$ cat src/rtl/fs_wren_sched.sv
// Floyd-Steinberg write-enable sequencer: one centre write plus four masked,
// direction-mirrored neighbour writes per pixel, stalled while the MCU owns the RAM.
module fs_wren_sched #(
  parameter int IMAGEY           = 64,
  parameter int IMAGEX           = 64,
  parameter int IMAGE_SIZE       = IMAGEY * IMAGEX,
  parameter int IMAGEXlog2       = $clog2(IMAGEX),
  parameter int IMAGE_ADDR_WIDTH = $clog2(IMAGE_SIZE),
  parameter int ADJ_PIXELS       = 4
) (
  input  logic                        clk,
  input  logic                        rst,
  input  logic                        start,
  input  logic [IMAGE_ADDR_WIDTH-1:0] png_idx,
  input  logic                        dir_rl,
  input  logic                        MCU_TX_RDY,
  output logic                        wren_a,
  output logic [IMAGE_ADDR_WIDTH-1:0] addr_a,
  output logic [2:0]                  slot,
  output logic                        busy,
  output logic                        done,
  output logic                        err
);

  localparam int AW  = IMAGE_ADDR_WIDTH;
  localparam int AWP = IMAGE_ADDR_WIDTH + 1;
  localparam int XL  = IMAGEXlog2;
  localparam int YW  = IMAGE_ADDR_WIDTH - IMAGEXlog2;
  localparam logic [AW:0]   ROW_STEP = AWP'(IMAGEX);
  localparam logic [AW:0]   SIZE_W   = AWP'(IMAGE_SIZE);
  localparam logic [2:0]    LAST_SLOT = 3'(ADJ_PIXELS);
  localparam logic [XL-1:0] X_MAX    = XL'(IMAGEX - 1);
  localparam logic [YW-1:0] Y_MAX    = YW'(IMAGEY - 1);

  typedef enum logic [1:0] {S_IDLE, S_WRITE, S_DONE} state_t;

  state_t        state_q;
  logic [AW-1:0] pix_q;
  logic          dir_q;
  logic          issued_q;
  logic          wren_q, busy_q, done_q, err_q;
  logic [AW-1:0] addr_q;
  logic [2:0]    slot_q;

  logic [AW:0]   p_ext;
  logic [XL-1:0] col;
  logic [YW-1:0] row;
  logic          x_first, x_last, y_last;
  logic [2:0]    nxt_slot;
  logic [AW:0]   nxt_sum;
  logic          nxt_ok;
  logic          nxt_wren;
  logic          idx_valid;

  assign p_ext   = {1'b0, pix_q};
  assign col     = pix_q[XL-1:0];
  assign row     = pix_q[AW-1:XL];
  assign x_first = (col == '0);
  assign x_last  = (col == X_MAX);
  assign y_last  = (row >= Y_MAX);

  assign idx_valid = ({1'b0, png_idx} < SIZE_W);

  // A slot blocked by a stall is re-presented rather than skipped.
  assign nxt_slot = issued_q ? slot_q + 3'd1 : slot_q;

  always_comb begin
    nxt_sum = p_ext;
    nxt_ok  = 1'b0;
    case (nxt_slot)
      3'd0: begin
        nxt_sum = p_ext;
        nxt_ok  = 1'b1;
      end
      3'd1: begin
        if (dir_q) begin
          nxt_sum = p_ext - 1'b1;
          nxt_ok  = !x_first;
        end else begin
          nxt_sum = p_ext + 1'b1;
          nxt_ok  = !x_last;
        end
      end
      3'd2: begin
        if (dir_q) begin
          nxt_sum = p_ext + ROW_STEP + 1'b1;
          nxt_ok  = !y_last && !x_last;
        end else begin
          nxt_sum = p_ext + ROW_STEP - 1'b1;
          nxt_ok  = !y_last && !x_first;
        end
      end
      3'd3: begin
        nxt_sum = p_ext + ROW_STEP;
        nxt_ok  = !y_last;
      end
      3'd4: begin
        if (dir_q) begin
          nxt_sum = p_ext + ROW_STEP - 1'b1;
          nxt_ok  = !y_last && !x_first;
        end else begin
          nxt_sum = p_ext + ROW_STEP + 1'b1;
          nxt_ok  = !y_last && !x_last;
        end
      end
      default: begin
        nxt_sum = p_ext;
        nxt_ok  = 1'b0;
      end
    endcase
  end

  // The carry bit can only be set on a masked slot; folding it in is a backstop.
  assign nxt_wren = nxt_ok && !nxt_sum[AW];

  always_ff @(posedge clk) begin
    if (rst) begin
      state_q  <= S_IDLE;
      pix_q    <= '0;
      dir_q    <= 1'b0;
      issued_q <= 1'b0;
      wren_q   <= 1'b0;
      addr_q   <= '0;
      slot_q   <= '0;
      busy_q   <= 1'b0;
      done_q   <= 1'b0;
      err_q    <= 1'b0;
    end else begin
      done_q <= 1'b0;
      err_q  <= 1'b0;
      case (state_q)
        S_WRITE: begin
          if (MCU_TX_RDY) begin
            wren_q <= 1'b0;
          end else if (issued_q && (slot_q == LAST_SLOT)) begin
            state_q <= S_DONE;
            wren_q  <= 1'b0;
            busy_q  <= 1'b0;
            done_q  <= 1'b1;
          end else begin
            slot_q   <= nxt_slot;
            addr_q   <= nxt_sum[AW-1:0];
            wren_q   <= nxt_wren;
            issued_q <= 1'b1;
          end
        end
        default: begin
          wren_q <= 1'b0;
          busy_q <= 1'b0;
          if (start && idx_valid) begin
            state_q  <= S_WRITE;
            pix_q    <= png_idx;
            dir_q    <= dir_rl;
            slot_q   <= '0;
            addr_q   <= png_idx;
            busy_q   <= 1'b1;
            wren_q   <= !MCU_TX_RDY;
            issued_q <= !MCU_TX_RDY;
          end else begin
            state_q <= S_IDLE;
            err_q   <= start;
          end
        end
      endcase
    end
  end

  assign wren_a = wren_q;
  assign addr_a = addr_q;
  assign slot   = slot_q;
  assign busy   = busy_q;
  assign done   = done_q;
  assign err    = err_q;

endmodule

$ cat config.mk
export PLATFORM = sky130hd
export DESIGN_NAME = fs_wren_sched
export DESIGN_NICKNAME = d
export VERILOG_FILES = /design/src/rtl/fs_wren_sched.sv
export SDC_FILE = /design/constraint.sdc
export NUM_CORES = 1
export LEC_CHECK = 0
export CAP_MARGIN = 5
export CELL_PAD_IN_SITES_DETAIL_PLACEMENT = 1
export CELL_PAD_IN_SITES_GLOBAL_PLACEMENT = 1
export CORE_ASPECT_RATIO = 0.9
export CORE_MARGIN = 4
export CORE_UTILIZATION = 30
export CTS_CLUSTER_SIZE = 10
export DETAILED_ROUTE_END_ITERATION = 10
export GPL_ROUTABILITY_DRIVEN = 0
export PLACE_DENSITY = 0.7
export SLEW_MARGIN = 20
export SYNTH_ARGS = -nofsm -noshare
export SYNTH_HDL_FRONTEND = slang
export SYNTH_SLANG_ARGS = --single-unit
$ cat constraint.sdc
create_clock -name clk -period 4.1 [get_ports clk]
set_clock_uncertainty 0.15 [all_clocks]
set_input_delay 0.82 -clock clk [delete_from_list [all_inputs] [get_ports clk]]
set_output_delay 0.82 -clock clk [all_outputs]
set_load 0.02 [all_outputs]
Yosys cells after proc, flatten, opt, wreduce, memory -nomap -nowiden
Cells that the tools add are included.
- register bits after elaboration: 34
- bits in latches: 0
- RAM bits: 0
- bits in read-only memories: 0
- input port bits: 17
- output and inout bits: 19
- word-level logic and storage cells: 77
- memories: 0
- add/sub/neg operators: 6
- multiply operators: 0
- div/mod/pow operators: 0
- $lt $le $gt $ge: 1
- equal/unequal tests: 10
- shifts and indexed selects: 0
- muxes and demuxes: 34
- bitwise gates (word level): 1
- reduce and logical (&&, ||, !) cells: 16
- operator list (kind ; number):
    13-bit case mux with 4 select lines ; 1
    12-bit two-way mux ; 4
    13-bit two-way mux ; 3
    1-bit two-way mux ; 17
    3-bit two-way mux ; 5
    12-bit by 1-bit adder with 13-bit output, second input constant ; 1
    12-bit by 7-bit adder with 13-bit output, second input constant ; 1
    13-bit by 1-bit adder with 13-bit output, second input constant ; 1
    12-bit by 1-bit subtractor with 13-bit output, second input constant ; 1
    13-bit by 1-bit subtractor with 13-bit output, second input constant ; 1
    3-bit by 2-bit == test with 1-bit output, second input constant ; 2
    3-bit == test, second input constant ; 2
    6-bit == test, second input constant ; 1
    6-bit greater-or-equal comparator, second input constant ; 1
    6-bit zero test ; 1
    2-bit two-way mux ; 3
    2-bit inequality test, second input constant ; 3
    1-bit zero test ; 5
    1-bit case mux with 5 select lines ; 1
    1-bit logical AND ; 4
    2-bit AND reduction ; 2
    3-bit by 1-bit adder with 3-bit output, second input constant ; 1
    3-bit by 1-bit == test with 1-bit output, second input constant ; 1
    3-bit zero test ; 1
    5 further kinds ; 5

Logic depth before layout (Yosys ltp)
- depth after elaboration: 9
- mapped depth: 12
- depth with buffers taken out: 9

Worst setup path after synthesis
No wires, ideal clock.
- path kind: reg2reg
- start: register slot_q[0], in the netlist slot[0]
- end: register addr_q[9], in the netlist addr_a[9]
- arrival: 2803 ps
- data required time: 3836 ps
- setup slack: 1032 ps
- stages on the path, launching flop included: 11
- path buffers: 2
- clock period less this slack: 3068 ps
- path through: dfxtp_1 -> buf_2 -> inv_1 -> ha_1 -> buf_2 -> nand2b_1 -> o31ai_1 -> mux2i_1 -> o22ai_1 -> a211oi_1 -> a2111oi_0
- cells in the longest elaborated chain, start to end: 7
- elaborated cells on any way between the ends: 14
- those cells by class: add/sub: 1; eq/ne: 6; mux: 5; reduce/logical: 2
- ends and longest elaborated chain (element ; RTL line ; RTL):
    start, declared ; 43 ; logic [2:0] slot_q;
    start signal, assigned ; 141 ; slot_q <= nxt_slot;
    3-bit by 1-bit adder with 3-bit output ; 65 ; assign nxt_slot = issued_q ? slot_q + 3'd1 : slot_q;
    3-bit two-way mux ; 65 ;
    3-bit == test (tied with other cells) ; 70 ; case (nxt_slot)
    13-bit case mux with 4 select lines ; 70 ;
    12-bit two-way mux ; 135 ; end else if (issued_q && (slot_q == LAST_SLOT)) begin
    12-bit two-way mux ; 133 ; if (MCU_TX_RDY) begin
    12-bit two-way mux ; 131 ; case (state_q)
    end signal, assigned ; 142 ; addr_q <= nxt_sum[AW-1:0];
    end signal, assigned ; 155 ; addr_q <= png_idx;
    end, declared ; 42 ; logic [AW-1:0] addr_q;
Several ways; a longest one is shown, not always the timed one. The select of a mux whose other input is x is not followed.
A chain may end at the register's enable or synchronous reset.

Worst setup path after layout
- start: register slot_q[1], in the netlist slot[1]
- end: register addr_q[10], in the netlist addr_a[10]
Same word-level chain as after synthesis.

==> impl_table.tex <==
\begin{tabular}{lr}
\hline
Metric & Value \\
\hline
\multicolumn{2}{l}{\textbf{STA}} \\
\quad Clock period minus worst slack & 3.36 ns \\
\quad Highest achievable clock rate & 297 MHz \\
\quad Tightest Pin Transition & 0.876 ns \\
\quad Setup tns final & 0 ns \\
\quad Setup Viol. Count Final & 0 \\
\quad Worst relative slew slack & 39.9\% \\
\quad Setup repair after global routing missed its margin & false \\
\quad Max-slew violation total from the final report & 0 \\
\quad Hold Vio Cnt, Final & 0 \\
\quad Tcrit/Tclk final & 82.0\% \\
\multicolumn{2}{l}{\textbf{Floorplanning}} \\
\quad Area of the core & 10200 sq um \\
\quad Total I/O pin count & 36 \\
\quad Die Ht & 105 um \\
\quad Number of placement rows & 35 \\
\quad Floorplan die width & 116 um \\
\quad Starting utilization of the core area & 30.7\% \\
\quad Die outline area & 12200 sq um \\
\multicolumn{2}{l}{\textbf{Critical path}} \\
\quad CP arrival & 3.36 ns \\
\quad Required arrival time at the worst endpoint & 4.10 ns \\
\quad Maximum net fanout on the critical path & 11 \\
\quad Worst Setup Path Type & reg2reg \\
\quad Crit. End Element & flip-flop \\
\quad Crit start category & flip-flop \\
\multicolumn{2}{l}{\textbf{Min path}} \\
\quad HP Class & reg2reg \\
\multicolumn{2}{l}{\textbf{Finish}} \\
\quad FILL cells & 1276 \\
\quad Nets & 474 \\
\quad Share of cells above drive strength 1 & 6.39\% \\
\quad Antenna diode count & 0 \\
\quad Area overhead of the layout relative to synthesis & 18.8\% \\
\multicolumn{2}{l}{\textbf{Logic synthesis}} \\
\quad Cell type contributing the most total cell area after synthesis & sky130\_fd\_sc\_hd\_\_dfxtp\_1 \\
\quad Number of enable flip-flop cells after synthesis & 0 \\
\quad Post-Synthesis Cell Area & 3150 sq um \\
\quad Synthesized area per cell & 7.49 sq um \\
\quad Largest cells by area after synthesis & sky130\_fd\_sc\_hd\_\_dfxtp\_1 21\%, sky130\_fd\_sc\_hd\_\_ha\_1 7.2\%, sky130\_fd\_sc\_hd\_\_nand2\_1 6.8\% \\
\quad Number of cells produced by synthesis & 420 \\
\quad Flop and latch count out of synthesis & 33 \\
\quad Synth top area share & 21.0\% \\
\quad Most frequently used flop master after synthesis & sky130\_fd\_sc\_hd\_\_dfxtp\_1 \\
\quad Count of different cell masters after synthesis & 67 \\
\quad Number of nets in the synthesized netlist & 456 \\
\quad Total number of yosys warnings & 0 \\
\quad Post-synth ARST share & 0\% \\
\quad Sequential area share after synthesis & 21.0\% \\
\multicolumn{2}{l}{\textbf{Global route}} \\
\quad Global route overflow & 0 \\
\quad Vias in the first global route & 3303 \\
\quad Antenna violations before repair & 0 \\
\quad First-pass GRT wire length & 17600 um \\
\quad Pin count of the biggest net entering global routing & 23 \\
\quad Total GRT Usage & 18.3\% \\
\multicolumn{2}{l}{\textbf{Clock network}} \\
\quad Number of gates resized after CTS & 0 \\
\quad Clock tree buffer depth & 2 \\
\quad CTS tree & yes \\
\quad Total clock buffers created by CTS & 5 \\
\quad Clk Latency, worst-skew pair & 0.29 ns \\
\quad Sinks on the clock net & 33 \\
\quad Hold Buf Count CTS & 0 \\
\quad Root Driver & sky130\_fd\_sc\_hd\_\_clkbuf\_16 \\
\quad H-tree levels & 2 \\
\quad Post-CTS Repair Setup Buffers & 0 \\
\quad CTS clk-pin slew, worst paths & 0.06 ns \\
\multicolumn{2}{l}{\textbf{Flow run}} \\
\quad Count of maximum capacitance violations & 0 \\
\multicolumn{2}{l}{\textbf{Detailed routing}} \\
\quad Detailed-route via count & 3258 \\
\quad Violation count after the first detailed-route iteration & 196 \\
\quad Drt first pass iters & 4 \\
\quad Post-DR vias/cell & 5.75 \\
\quad Final routed wirelength across all metal layers & 10900 um \\
\quad Remaining number of nets flagged by the antenna check after routing & 0 \\
\quad DRC violations left & 0 \\
\quad Routed wire length per instance & 19.3 um \\
\multicolumn{2}{l}{\textbf{Power}} \\
\quad Leakage power & 1.36 nW \\
\quad Pwr Total & 1.09 mW \\
\quad IR drop worst, VDD & 0.195 mV \\
\quad Power density of the placed cells & 291 nW/um\^{}2 \\
\multicolumn{2}{l}{\textbf{Placed design}} \\
\quad Count of buffers from port buffering & 34 \\
\quad DP HPWL & 8210 um \\
\multicolumn{2}{l}{\textbf{Run status}} \\
\quad Outcome & complete, no violations \\
\hline
\end{tabular}
==> kinds of logic after synthesis <==
group,count (synthesis),share of synthesized area [%]
other cells,1,0.119
compound gates,134,29.2
fa+ha+maj,19,7.79
xor+xnor,30,8.95
buf+inv,42,5.80
mux,9,2.86
simple gates,152,24.3
flops,33,21.0
==> flip-flops by register name, summed over array words and instances, names as in the netlist <==
| register | count |
|---|---|
| addr_a | 12 |
| dir_q | 1 |
| done | 1 |
| issued_q | 1 |
| pix_q | 12 |
| slot | 3 |
| state_q | 2 |
| wren_a | 1 |
==> cell type report <==
class	count	area [sq um]	area share [%]
Tap cell	129	161	4.32
Multi-Input combinational cell	345	2300	61.6
Timing Repair Buffer	45	423	11.3
Sequential cell	33	661	17.7
Clock buffer	5	125	3.35
Clock inverter	2	35.0	0.937
Inverter	8	30.0	0.803
==> cells in the final DEF, fill, tap and decap left out, types with 3 or more instances in the layout <==
cell / instances
sky130_fd_sc_hd__a31oi_1: 3
sky130_fd_sc_hd__or2_2: 3
sky130_fd_sc_hd__a221o_1: 4
sky130_fd_sc_hd__o22ai_1: 7
sky130_fd_sc_hd__o21a_1: 6
sky130_fd_sc_hd__o31ai_1: 6
sky130_fd_sc_hd__xor2_1: 14
sky130_fd_sc_hd__buf_4: 11
sky130_fd_sc_hd__nand2_1: 57
sky130_fd_sc_hd__xnor2_1: 15
sky130_fd_sc_hd__nor2b_1: 3
sky130_fd_sc_hd__nand3_1: 10
sky130_fd_sc_hd__a32oi_1: 4
sky130_fd_sc_hd__a211oi_1: 10
sky130_fd_sc_hd__o21ai_0: 18
sky130_fd_sc_hd__nor3b_1: 4
sky130_fd_sc_hd__a21oi_1: 32
sky130_fd_sc_hd__mux2i_1: 9
sky130_fd_sc_hd__nor2_1: 30
sky130_fd_sc_hd__a221oi_1: 6
sky130_fd_sc_hd__or3_1: 7
sky130_fd_sc_hd__o211ai_1: 4
sky130_fd_sc_hd__a311oi_1: 3
sky130_fd_sc_hd__o221ai_1: 3
sky130_fd_sc_hd__inv_1: 8
sky130_fd_sc_hd__a21o_1: 7
sky130_fd_sc_hd__a22oi_1: 3
sky130_fd_sc_hd__ha_1: 18
sky130_fd_sc_hd__clkbuf_16: 5
sky130_fd_sc_hd__nor3_1: 8
sky130_fd_sc_hd__clkdlybuf4s50_1: 34
sky130_fd_sc_hd__nand4_1: 4
sky130_fd_sc_hd__dfxtp_1: 33
sky130_fd_sc_hd__nand2b_1: 5
==> cell usage after synthesis, drive strengths merged, types with 4 or more instances <==
cell type / count
nor3b: 4
buf: 15
inv: 8
nand2b: 5
a211oi: 10
o21ai: 20
a21oi: 32
o22ai: 7
nand3: 10
a32oi: 4
dfxtp: 33
xnor2: 16
ha: 18
a221o: 5
or2: 4
o31ai: 6
o21a: 6
nand2: 57
xor2: 14
nand4: 4
mux2i: 9
a21o: 7
nor2: 31
nor3: 8
or3: 9
a221oi: 6
o211ai: 4
clkbuf: 19
==> per-layer routing <==
metal	global-route usage [%]	wire, um
met4	4.56	124
met3	2.95	677
met1	26.3	5140
met2	28.3	4980
met5	0	0
==> critical path: stages (launching register included) <==
cell	delay [ns]
sky130_fd_sc_hd__dfxtp_1	0.48
sky130_fd_sc_hd__inv_1	0.11
sky130_fd_sc_hd__ha_1	0.49
sky130_fd_sc_hd__nor4bb_1	0.13
sky130_fd_sc_hd__o21ai_1	0.20
sky130_fd_sc_hd__o31ai_1	0.18
sky130_fd_sc_hd__mux2i_1	0.75
sky130_fd_sc_hd__o221ai_1	0.23
sky130_fd_sc_hd__a221oi_1	0.33
sky130_fd_sc_hd__o22ai_1	0.15
==> metrics by stage <==
stage	hold WS (ns)	utilization, %	cell area [sq um]	cells	setup slack (ns)
detailed placement	0.303	34.9	3580	560	0.828
finish	0.304	36.5	3740	567	0.736
global placement	0.298	34.9	3580	560	1.00
global route	0.343	36.5	3740	567	0.381
floorplan	0.369	-	3150	420	1.03
CTS	0.309	36.5	3740	567	0.780
==> worst paths after layout <==
kind / from / end / slack, ns / cells after the start
max: slot[1] / addr_a[10] / 0.74 / 9
min: addr_a[1] / addr_a[1] / 0.30 / 2
max reg2reg: slot[1] / addr_a[10] / 0.74 / 9
min reg2reg: addr_a[1] / addr_a[1] / 0.30 / 2
==> where the power goes <==
group          internal (mW)  switching, mW  leakage, nW
registers              0.341         0.0349        0.271
clock network          0.282          0.150       0.0797
logic                  0.120          0.158         1.01
Power figures use the tool's default switching activity.
==> edit: new RTL, same flow settings <==
`IMAGEX`: 64 -> 32.
--- a/src/rtl/fs_wren_sched.sv
+++ b/src/rtl/fs_wren_sched.sv
@@ -2,7 +2,7 @@
 // direction-mirrored neighbour writes per pixel, stalled while the MCU owns the RAM.
 module fs_wren_sched #(
   parameter int IMAGEY           = 64,
-  parameter int IMAGEX           = 64,
+  parameter int IMAGEX           = 32,
   parameter int IMAGE_SIZE       = IMAGEY * IMAGEX,
   parameter int IMAGEXlog2       = $clog2(IMAGEX),
   parameter int IMAGE_ADDR_WIDTH = $clog2(IMAGE_SIZE),
Ports: changed (resized addr_a and png_idx); port bits go from 36 to 34. No check against the original RTL was run, so the function may have changed too.
==> edit against the unedited design <==
Wire length is 9.1% lower. Final area decreased by 8.0%. Sequential share of layout area grew 0.38 points. Setup slack gained 0.045 ns. Utilization fell by 0.72 points. Sequential cell count decreased by 2. Power is 21% lower. Synthesized area decreased by 6.4%.
==> edit: results (changes against the unedited design) <==
{| class="wikitable"
! Metric !! Value
|-
| Synth top cells by count || 57 x nand2_1, 38 x a21oi_1, 31 x dfxtp_1
|-
| Post-Route Hold Slack || 0.320 ns (+0.0158 ns)
|-
| Global-route usage over all layers || 17.6% (-0.63 points)
|-
| CTS Root Cell || clkbuf_8
|-
| Complex-gate fraction of the synthesized area || 28.6% (-0.58 points)
|-
| DR vias || 3,048 (-6.4%)
|-
| Half-perimeter wire length of the detailed placement result || 7580 um (-7.7%)
|-
| Global Route met3 Usage || 2.13% (-0.82 points)
|-
| Largest voltage drop on the vdd net || 0.197 mV (+0.99%)
|-
| Seq group || 0.352 mW (-6.4%)
|-
| Detailed-routed wire length on met2 || 4690 um (-5.9%)
|-
| Leakage || 1.26 nW (-7.6%)
|-
| Wirelength, routed || 9930 um (-9.1%)
|-
| Hold_sp || addr_a[2]$_SDFFE_PP0P_
|-
| Outcome || complete, no violations
|-
| I/O Buffers || 32 (-5.9%)
|-
| Start point of the critical path || slot[0]$_SDFFE_PP0P_
|-
| Share of layout cells above drive strength 1 || 6.71% (+0.32 points)
|-
| Synth unique cells || 70 (+4.5%)
|-
| Wire length of the first global-routing pass || 16,300 um (-7.4%)
|-
| Synthesized-area fraction occupied by xor and xnor cells || 9.48% (+0.53 points)
|-
| Endpoint of the most critical setup path || wren_a$_SDFF_PP0_
|-
| Fraction of the mapped netlist area in adder cells || 8.33% (+0.54 points)
|-
| Post-Synthesis Cells || 397 (-5.5%)
|-
| Power density relative to cell area || 250 nW/um^2 (-14%)
|-
| Crit-path max cell delay || 0.68 ns (-0.07 ns)
|-
| Slew HR || 51.5% (+12 points)
|-
| Largest net degree at the start of global routing || 34 (+48%)
|-
| Fraction of power consumed by combinational cells || 29.7% (+4.1 points)
|-
| Share of synthesized area occupied by flip-flops and latches || 21.1% (+0.085 points)
|-
| Instance area after placement || 3350 sq um (-6.4%)
|-
| Worst Hold Endpoint || addr_a[2]$_SDFFE_PP0P_
|-
| Crit path setup slack, layout || 0.781 ns (+0.0451 ns)
|}
==> edit: changes by cell type in the layout (fill, tap and decap cells not counted), sizes merged, moves of 5 or more <==
cell,unedited run,this run
mux2i,9,2
a21oi,32,38
nor3,8,14
a211oi,10,5
and2,3,8
and3,1,6
or3,9,4
==> edit: worst reg2reg max path, stage by stage (launching register included) <==
cell and delay [ns]:
dfxtp_1 0.68, inv_1 0.25, ha_1 0.43, nor2b_1 0.30, a31o_2 0.32, mux2i_2 0.16, or3_1 0.35, o311ai_1 0.29
a21oi_1 0.07, a31o_1 0.21
==> edit: cell type report <==
cell class | instances | area, sq um
tap | 126 | 158
multi-input combinational | 330 | 2160
timing repair buffer | 40 | 380
clock buffer | 5 | 68.8
sequential | 31 | 621
clock inverter | 3 | 20.0
inverter | 8 | 30.0
fill | 1215 | 6180
